--- src/rtl/uart_tx_arbiter.sv ---
// uart_tx_arbiter: round-robin arbiter that shares one uart_tx between
// NUM_REQ byte-stream requesters. Once a requester is granted, the grant
// stays locked for its whole packet (up to req_last). If the requester
// goes quiet mid-packet for HOLD_TIMEOUT cycles, the lock is dropped.
module uart_tx_arbiter #(
  parameter  int NUM_REQ      = 4,
  parameter  int HOLD_TIMEOUT = 1024,
  localparam int IDW          = (NUM_REQ > 1) ? $clog2(NUM_REQ) : 1,
  localparam int CNTW         = $clog2(HOLD_TIMEOUT + 1)
) (
  input  logic                   clk,
  input  logic                   rst,
  input  logic [NUM_REQ-1:0]     i_req_valid,
  input  logic [8*NUM_REQ-1:0]   i_req_data,
  input  logic [NUM_REQ-1:0]     i_req_last,
  output logic [NUM_REQ-1:0]     o_req_ready,
  output logic                   o_grant_valid,
  output logic [IDW-1:0]         o_grant_id,
  output logic                   o_lock_timeout,
  output logic                   o_uart_start,
  output logic [7:0]             o_uart_data,
  input  logic                   i_uart_busy
);

  typedef enum logic [2:0] {
    S_IDLE,
    S_ISSUE,
    S_WAIT_BUSY,
    S_WAIT_DONE,
    S_LOCKED
  } state_t;

  state_t          r_state;
  state_t          w_next_state;
  logic [IDW-1:0]  r_grant_id;
  logic [IDW-1:0]  r_rr_ptr;
  logic            r_pkt_last;
  logic            r_in_pkt;
  logic [CNTW-1:0] r_hold_cnt;

  logic            w_any_valid;
  logic [IDW-1:0]  w_sel_id;
  logic            w_cur_valid;
  logic            w_cur_last;
  logic [7:0]      w_cur_data;
  logic            w_issue;
  logic            w_timeout;
  logic            w_release;
  logic [IDW-1:0]  w_rr_next;

  // Signals of the currently granted requester.
  assign w_cur_valid = i_req_valid[r_grant_id];
  assign w_cur_last  = i_req_last[r_grant_id];
  assign w_cur_data  = i_req_data[{r_grant_id, 3'b000} +: 8];

  // A byte is handed to uart_tx only when the owner has data and the UART is free.
  assign w_issue   = (r_state == S_ISSUE) && w_cur_valid && !i_uart_busy;
  assign w_timeout = (r_state == S_LOCKED) && !w_cur_valid &&
                     (r_hold_cnt == CNTW'(HOLD_TIMEOUT));
  assign w_release = ((r_state == S_WAIT_DONE) && !i_uart_busy && r_pkt_last) ||
                     w_timeout;
  assign w_rr_next = (r_grant_id == IDW'(NUM_REQ - 1)) ? '0 : r_grant_id + 1'b1;

  // Round-robin pick: first valid requester at or above rr_ptr, wrapping.
  always_comb begin
    logic [IDW-1:0] v_idx;
    // NOTE: every combinational output gets a default before any branch so
    // no path leaves it unassigned, which would otherwise infer a latch.
    w_any_valid = 1'b0;
    w_sel_id    = '0;
    v_idx       = '0;
    for (int i = 0; i < NUM_REQ; i++) begin
      v_idx = IDW'((int'(r_rr_ptr) + i) % NUM_REQ);
      if (!w_any_valid && i_req_valid[v_idx]) begin
        w_any_valid = 1'b1;
        w_sel_id    = v_idx;
      end
    end
  end

  // State register.
  always_ff @(posedge clk or posedge rst) begin
    // NOTE: sequential state uses non-blocking assignments so every flop
    // samples the pre-edge values regardless of block evaluation order.
    if (rst) r_state <= S_IDLE;
    else     r_state <= w_next_state;
  end

  // Next-state logic.
  always_comb begin
    w_next_state = r_state;
    unique case (r_state)
      S_IDLE:      if (w_any_valid) w_next_state = S_ISSUE;
      S_ISSUE: begin
        if (!w_cur_valid)      w_next_state = r_in_pkt ? S_LOCKED : S_IDLE;
        else if (!i_uart_busy) w_next_state = S_WAIT_BUSY;
      end
      S_WAIT_BUSY: if (i_uart_busy) w_next_state = S_WAIT_DONE;
      S_WAIT_DONE: if (!i_uart_busy) w_next_state = r_pkt_last ? S_IDLE : S_LOCKED;
      S_LOCKED: begin
        if (w_cur_valid)    w_next_state = S_ISSUE;
        else if (w_timeout) w_next_state = S_IDLE;
      end
      default:     w_next_state = S_IDLE;
    endcase
  end

  // Grant bookkeeping: owner id, round-robin pointer, packet tracking, hold timer.
  always_ff @(posedge clk or posedge rst) begin
    if (rst) begin
      r_grant_id <= '0;
      r_rr_ptr   <= '0;
      r_pkt_last <= 1'b0;
      r_in_pkt   <= 1'b0;
      r_hold_cnt <= '0;
    end else begin
      if ((r_state == S_IDLE) && w_any_valid) r_grant_id <= w_sel_id;
      if (w_issue) begin
        r_pkt_last <= w_cur_last;
        r_in_pkt   <= !w_cur_last;
      end
      if (w_release) begin
        r_rr_ptr <= w_rr_next;
        r_in_pkt <= 1'b0;
      end
      // The timer only runs while the owner is silent inside a locked packet.
      if ((r_state == S_LOCKED) && !w_cur_valid && !w_timeout)
        r_hold_cnt <= r_hold_cnt + 1'b1;
      else
        r_hold_cnt <= '0;
    end
  end

  // Outputs: the UART strobe, data and the one-hot accept share one cycle.
  always_comb begin
    o_req_ready             = '0;
    o_req_ready[r_grant_id] = w_issue;
    o_uart_start            = w_issue;
    o_uart_data             = w_issue ? w_cur_data : 8'h00;
    o_grant_valid           = (r_state != S_IDLE);
    o_grant_id              = r_grant_id;
    o_lock_timeout          = w_timeout;
  end

endmodule

--- config.mk ---
export PLATFORM = sky130hd
export DESIGN_NAME = uart_tx_arbiter
export DESIGN_NICKNAME = d
export VERILOG_FILES = /design/src/rtl/uart_tx_arbiter.sv
export SDC_FILE = /design/constraint.sdc
export NUM_CORES = 1
export LEC_CHECK = 0
export CAP_MARGIN = 10
export CORE_ASPECT_RATIO = 1.4
export CORE_MARGIN = 10
export CORE_UTILIZATION = 30
export CTS_BUF_LIST = sky130_fd_sc_hd__clkbuf_2
export DETAILED_ROUTE_END_ITERATION = 7
export PLACE_DENSITY = 0.6
export SLEW_MARGIN = 20
export SYNTH_ARGS = -nofsm -noshare
export SYNTH_HDL_FRONTEND = slang
export SYNTH_SLANG_ARGS = --single-unit
--- constraint.sdc ---
create_clock -name clk -period 2.1 [get_ports clk]
set_input_delay 0.315 -clock clk [delete_from_list [all_inputs] [get_ports clk]]
set_output_delay 0.315 -clock clk [all_outputs]
set_load 0.02 [all_outputs]
==> key figures, run 1 <==
STA
  • Slew Viols, Final: 0
  • RSZ-0062 raised after global routing: true
  • Crit share post-route: 104%
  • Min Tclk post-route: ~2200 ps
  • Final Worst Setup Slack: -86.6 ps
  • Fmax: between 400 and 500 MHz
  • Final-report setup violation count: 13
  • Final setup TNS: -930 ps
  • Hold Fails Final Rpt: 0
  • Skew final: roughly 16 ps
  • Worst-Margin Slew: 354 ps
  • Rel. slew slack: 76.1%

Yosys
  • Mapped Cells: roughly 160
  • Top-count cell post-synth: dfrtp_1
  • Simple-gate portion of the synthesized area: a little over a quarter
  • Synth area leaders: dfrtp_1, mux4_2, and2_1
  • Ys async rst share: 100%
  • Largest family of logic cells by synthesized area: simple AND/OR/NAND/NOR gates
  • Synth Cell Area: ~1500 sq um
  • Commonest cells in the netlist: dfrtp_1, nor2_1, and2_1
  • Yosys synthesis warning count: 0
  • Yosys reg bits: 20
  • Post-synthesis adder-cell area fraction: under 10%
  • Top cell type's share of synthesized area: approximately a third
  • Post-synthesis compound-gate area fraction: between 7 and 8%
  • Seq/Total Area, Yosys: around a third
  • Post-synth top area cell: dfrtp_1
  • Avg Synthesized Cell Area: 9.91 sq um
  • Post-synthesis xor/xnor area fraction: roughly 5.1%
  • Main synth FF type: dfrtp_1
  • Number of synthesized flops with an enable pin: 0
  • Count of different cell masters after synthesis: 39
  • Mux share of post-synthesis cell area: just under 20%
  • Syn_nets: between 200 and 250

Global route
  • Largest net degree at the start of global routing: 21
  • Grt ovf: 0
  • Initial antenna violation count: 0
  • Vias in the first global route: 1498
  • Total track usage: about 11%
  • First-pass GRT wire length: approximately 7600 um

Die
  • Die Y: 105 um
  • Initial Util: a little under a third
  • Number of top-level pins: 60
  • DIE AREA: between 8000 and 9000 sq um
  • Row cnt: 30
  • Core ar.: 4920 sq um
  • Die W: 80.5 um

Clock network
  • CTS Root Cell: clkbuf_2
  • Clk Latency, worst-skew pair: approximately 310 ps
  • CTS max path bufs: 2
  • CTS tree: done
  • Num CTS Buffers: 3
  • Reg clk slew, reported paths: roughly 190 ps
  • Clock sinks: 20
  • H-tree depth: 1

Final layout
  • Synth-to-layout area growth: 62.1%
  • Ant. Diodes: 0
  • Fin util: around half
  • Fin cells: 307
  • Share of post-route cells with drive strength above 1: a little over 30%
  • Nets: about 290

Pwr
  • Internal Power: between 1000 and 1500 uW
  • Seq pwr share: about a quarter
  • Sw Share: 37.3%
  • Clock power frac: between 7 and 8%
  • PwrDens: approximately 850 nW/um^2
  • Peak VDD IR: around 0.42 mV
  • Leak: approximately 0.0011 uW
  • Combinational fraction of design power: 66.5%
  • Sw Pwr: between 700 and 800 uW

Placement
  • Dpl cells: 298
  • Gpl congestion: about 0.79
  • DPL Wire Length: around 3700 um
  • Port bufs: just under 60

Setup path
  • CP arrival: approximately 1900 ps
  • CP Max Fanout: 9
  • Startpoint Class: register
  • Flop2flop setup slack: roughly 60 ps
  • Element type at the critical path end: output port
  • Crit Path Class: reg -> out
  • Required time of the critical path: ~1800 ps

Route
  • Initial DRC count: 34
  • DR pass1 iterations: 4
  • Routed WL per cell: 15.3 um
  • Total number of vias: between 1k and 1.5k
  • DR vias/cell: around 4.8
  • Number of routed nets with antenna violations: 0
  • DRC: 0
  • Routed wire length: 4680 um

Worst hold path
  • Class of the tightest hold or removal check: in -> async

Status
  • Outcome: complete, but fails checks
  • Violated checks: setup timing

Run
  • Max_cap viols: 0
==> final cells by class <==
class / count / area, sq um
Sequential cell: 20 / 502
Tap cell: 64 / 80.1
Inverter: 9 / 33.8
Timing Repair Buffer: 92 / 861
Multi-Input combinational cell: 119 / 1000
Fill cell: 466 / 2430
Clock buffer: 3 / 15.0
==> routing by layer <==
layer / up-vias / GRT usage [%] / part of all wire, %
li1: 727 / - / -
met1: 689 / 13.4 / 43
met2: 42 / 18.6 / 51
met3: 2 / 2.74 / 5.2
met4: 0 / 2.65 / 0.45
met5: - / 0 / 0
==> registers in the layout, indices dropped and copies added, names as in the netlist <==
signal      cells
r_rr_ptr        2
r_hold_cnt     11
r_pkt_last      1
r_in_pkt        1
r_state         3
o_grant_id      2
==> final timing paths <==
kind	endpoint	from	cells after the start
setup / recovery	o_uart_data[2]	o_grant_id[0]	5
setup reg to reg	r_rr_ptr[1]	o_grant_id[0]	6
hold / removal	r_pkt_last	rst	3
max in group asynchronous	r_hold_cnt[3]	rst	3
hold reg to reg	r_hold_cnt[0]	r_hold_cnt[0]	2
min in group clk	r_hold_cnt[0]	r_hold_cnt[0]	2
==> cell usage in the layout (no fill, tap or decap), types with 2 or more instances in the layout <==
| cell type | synthesis | routed |
|---|---|---|
| buf_2 | 2 | 5 |
| nor4_1 | 3 | 3 |
| inv_1 | 9 | 9 |
| clkdlybuf4s50_1 | 0 | 43 |
| buf_4 | 1 | 31 |
| clkbuf_2 | 0 | 3 |
| o21ai_0 | 4 | 4 |
| and2_4 | 0 | 4 |
| mux4_2 | 10 | 10 |
| nor3_1 | 4 | 4 |
| a21oi_1 | 5 | 5 |
| ha_1 | 6 | 6 |
| nand2_1 | 9 | 9 |
| nand2b_1 | 5 | 5 |
| nor3b_1 | 3 | 3 |
| buf_6 | 1 | 9 |
| dfrtp_1 | 20 | 19 |
| mux2_2 | 3 | 3 |
| xor2_1 | 2 | 2 |
| nor2_1 | 19 | 19 |
| mux2_1 | 2 | 2 |
| nand3_1 | 5 | 5 |
| xnor2_1 | 7 | 7 |
| and2_1 | 13 | 9 |
==> worst max-delay path, stage by stage (launching register included) <==
cell	delay, ps
dfrtp_2	450
mux4_2	510
nor4b_4	150
buf_4	160
and2_1	130
buf_2	150
==> power by group through the flow <==
stage	clock (uW)	sequential, uW	combinational, uW
final	151	557	1410
after global routing	180	574	1540
after CTS	165	562	1370
after detailed placement	0	560	1270
after global placement	0	558	1260
after floorplan	0	579	767
==> logic make-up (layout without fill, tap and decap cells) <==
group           Yosys count  after routing
buf+inv                  16            104
flops                    20             20
compound gates           16             16
fa+ha+maj                 6              6
mux                      16             16
simple gates             72             72
xor+xnor                  9              9
==> per-stage QoR <==
stage	hold slack, ps	instance area (sq um)	total power (uW)	setup WS, ps
final	297	2490	2110	-86.6
after global routing	289	2490	2300	-199
after CTS	285	2430	2090	-133
after detailed placement	529	2370	1830	-660
after global placement	527	2370	1820	-644
after floorplan	279	1540	1350	39.0
==> timing repair <==
action	in CTS	in global routing
pin swaps	0	4
setup buffers	3	2
resized for setup	78	12
endpoints found under the setup margin	16	17
hold buffers	0	0
endpoints found under the hold margin	0	0
cloned	1	0
(Power assumes the default switching activity.)
==> run 2, diff against run 1 <==
--- a/config.mk
+++ b/config.mk
@@ -12,7 +12,6 @@
 export CTS_BUF_LIST = sky130_fd_sc_hd__clkbuf_2
 export DETAILED_ROUTE_END_ITERATION = 7
 export PLACE_DENSITY = 0.6
-export SLEW_MARGIN = 20
 export SYNTH_ARGS = -nofsm -noshare
 export SYNTH_HDL_FRONTEND = slang
 export SYNTH_SLANG_ARGS = --single-unit
==> results of run 2 <==
Final layout, timing and power as in run 1 (identical DEF).
==> run 3, diff against run 2 <==
--- a/config.mk
+++ b/config.mk
@@ -12,6 +12,8 @@
 export CTS_BUF_LIST = sky130_fd_sc_hd__clkbuf_2
 export DETAILED_ROUTE_END_ITERATION = 7
 export PLACE_DENSITY = 0.6
+export REMOVE_ABC_BUFFERS = 1
+export SLEW_MARGIN = 20
 export SYNTH_ARGS = -nofsm -noshare
 export SYNTH_HDL_FRONTEND = slang
 export SYNTH_SLANG_ARGS = --single-unit
==> run 3 against run 2 <==
The flow still finishes with violations (setup timing). Total power down 1.3%. Sequential power shrank 1%. Critical endpoint is now o_req_ready[3]. Critical path type unchanged. Largest power group unchanged. Sequential share of layout area decreased by 0.050 points.
==> key figures, run 3 (synthesis gave the netlist of run 1 again) <==
Placement
  • DPL Wire Length: 3690 um (+1.1%)
  • Placement Setup Slack: -659 ps (+0.993 ps)
  • Port bufs: 59 (unchanged)
  • Gpl congestion: 0.765 (-3.1%)
  • Dpl cells: 302 (+1.3%)

Worst hold path
  • Class of the tightest hold or removal check: in -> async

Final layout
  • Top Registers: r_hold_cnt (11), r_state (3)
  • Commonest non-fill, non-tap cells in the layout: clkdlybuf4s50_1, buf_4, dfrtp_1
  • Largest register FFs: 11 (unchanged)
  • Commonest non-fill, non-tap cell in the layout: clkdlybuf4s50_1
  • Fin cells: 313 (+2.0%)
  • Synth-to-layout area growth: 62.1% (unchanged)
  • Top reg by flops: r_hold_cnt
  • Nets: 300 (+2.0%)
  • Ant. Diodes: 0 (unchanged)
  • FILL cells: 456 (-2.1%)
  • Share of post-route cells with drive strength above 1: 30.9% (+0.059 points)

Clock network
  • CTS tree: done
  • CTS Root Cell: clkbuf_2
  • Clock sinks: 20 (unchanged)
  • CTS max path bufs: 2 (unchanged)
  • Num CTS Buffers: 3 (unchanged)
  • Reg clk slew, reported paths: 200 ps (about the same)
  • Clk Latency, worst-skew pair: 310 ps (about the same)
  • H-tree depth: 1 (unchanged)

Pwr
  • Seq pwr share: 26.3% (about the same)
  • Peak VDD IR: 0.333 mV (-21%)
  • Clock power frac: 7.3% (+0.2 points)
  • Leak: 0.00108 uW (+2.5%)
  • Internal Power: 1310 uW (-1.4%)
  • Sw Share: 37.4% (+0.093 points)
  • PwrDens: 837 nW/um^2 (-1.3%)
  • Combinational fraction of design power: 66.3% (-0.2 points)
  • Sw Pwr: 780 uW (-1.0%)

Route
  • Routed wire length: 4590 um (-1.9%)
  • Routed WL per cell: 14.7 um (-3.8%)
  • DR vias/cell: 4.73 (-0.44%)
  • Number of routed nets with antenna violations: 0 (unchanged)
  • Initial DRC count: 20 (-41%)
  • DRC: 0 (unchanged)
  • Total number of vias: 1482 (+1.5%)
  • DR pass1 iterations: 4 (unchanged)

STA
  • Final-report setup violation count: 12 (-1)
  • Crit share post-route: 102% (-1.7 points)
  • Slew Viols, Final: 0 (unchanged)
  • Skew final: 21.1 ps (+5.03 ps)
  • RSZ-0062 raised after global routing: true
  • Min Tclk post-route: 2150 ps (-35.5 ps)
  • Final Worst Setup Slack: -51.1 ps (+35.5 ps)
  • Hold Fails Final Rpt: 0 (unchanged)
  • Fmax: 465 MHz (+1.7%)
  • Rel. slew slack: 72.8% (-3.3 points)
  • Worst-Margin Slew: 403 ps (+48.9 ps)

Global route
  • Met1 usage: 13.7% (+0.24 points)
  • First-pass GRT wire length: 7380 um (-2.9%)
  • Vias in the first global route: 1497 (-0.067%)
  • Total track usage: 10.5% (-0.56 points)
  • Grt met3 use: 2.83% (+0.086 points)
  • Global Route met2 Usage: 16.6% (-2.0 points)
  • Initial antenna violation count: 0 (unchanged)
  • Largest net degree at the start of global routing: 21 (unchanged)
  • Grt ovf: 0 (unchanged)
  • Gr busiest metal: met2

Die
  • Die Y: 105 um (unchanged)
  • Row cnt: 30 (unchanged)
  • Initial Util: 31.2% (unchanged)
  • Core ar.: 4920 sq um (unchanged)
  • Die W: 80.5 um (unchanged)
  • DIE AREA: 8420 sq um (unchanged)
  • Number of top-level pins: 60 (unchanged)

Status
  • Outcome: complete, but fails checks
  • Violated checks: setup timing

Setup path
  • CP arrival: 1840 ps (-30 ps)
  • Required time of the critical path: 1780 ps (about the same)
  • Crit Path Class: reg -> out
  • CP Max Fanout: 14 (+5)
  • Element type at the critical path end: output port
  • Startpoint Class: register

Run
  • Max_cap viols: 0 (unchanged)
-- run 3: path summary, 6_finish.rpt --
| path | slack (ps) | endpoint | depth (start not counted) | from |
|---|---|---|---|---|
| worst min register to register | 560 | r_rr_ptr[0] | 1 | r_rr_ptr[0] |
| max in group asynchronous | 1540 | r_hold_cnt[7] | 3 | rst |
| worst max register to register | 70 | r_rr_ptr[1] | 5 | o_grant_id[1] |
| worst max-delay path | -50 | o_req_ready[3] | 5 | o_grant_id[0] |
| worst min-delay path | 320 | r_hold_cnt[5] | 3 | rst |
| min in group clk | 560 | r_rr_ptr[0] | 1 | r_rr_ptr[0] |
-- run 3: area by class of cell --
class / instances / area [sq um] / share of cell area [%]
flip-flops and latches: 20 / 500 / 20.1
inverters: 9 / 33.8 / 1.36
clock buffers: 3 / 15.0 / 0.603
well taps: 64 / 80.1 / 3.21
multi-input cells: 119 / 1000 / 40.2
repair buffers: 98 / 861 / 34.6
-- run 3: per-stage QoR --
| stage | setup TNS (ps) | util [%] | area (sq um) | power [uW] | hold slack [ps] |
|---|---|---|---|---|---|
| after detailed placement | -9390 | 49.1 | 2410 | 1880 | 528 |
| after CTS | -1260 | 49.3 | 2420 | 2070 | 312 |
| final | -422 | 50.7 | 2490 | 2090 | 322 |
| after global placement | -9460 | 49.1 | 2410 | 1870 | 529 |
| after floorplan | -5560 | - | 1500 | 1290 | 279 |
| after global routing | -2180 | 50.7 | 2490 | 2250 | 312 |
-- run 3: worst max-delay path, cell delays in order (launching register included) --
cell     delay, ps
dfrtp_1        430
mux4_2         520
nor4b_4        150
buf_6          140
and2_1         150
buf_2          150
-- run 3: power groups by stage --
stage / logic [uW] / clock network (uW) / registers, uW
finish: 1380 / 153 / 549
global route: 1510 / 176 / 567
CTS: 1350 / 167 / 549
detailed placement: 1330 / 0 / 555
global placement: 1310 / 0 / 552
floorplan: 618 / 0 / 674
-- run 3: layer usage --
layer	routed length, um	vias up
li1	-	737
met1	2150	686
met2	2050	57
met3	370	2
met4	19	0
met5	0	-
-- run 3: repair_timing --
item	in CTS	in global routing
hold buffers	0	0
buffers inserted	4	5
setup endpoints to repair	17	16
resized for setup	65	6
pin swaps	1	3
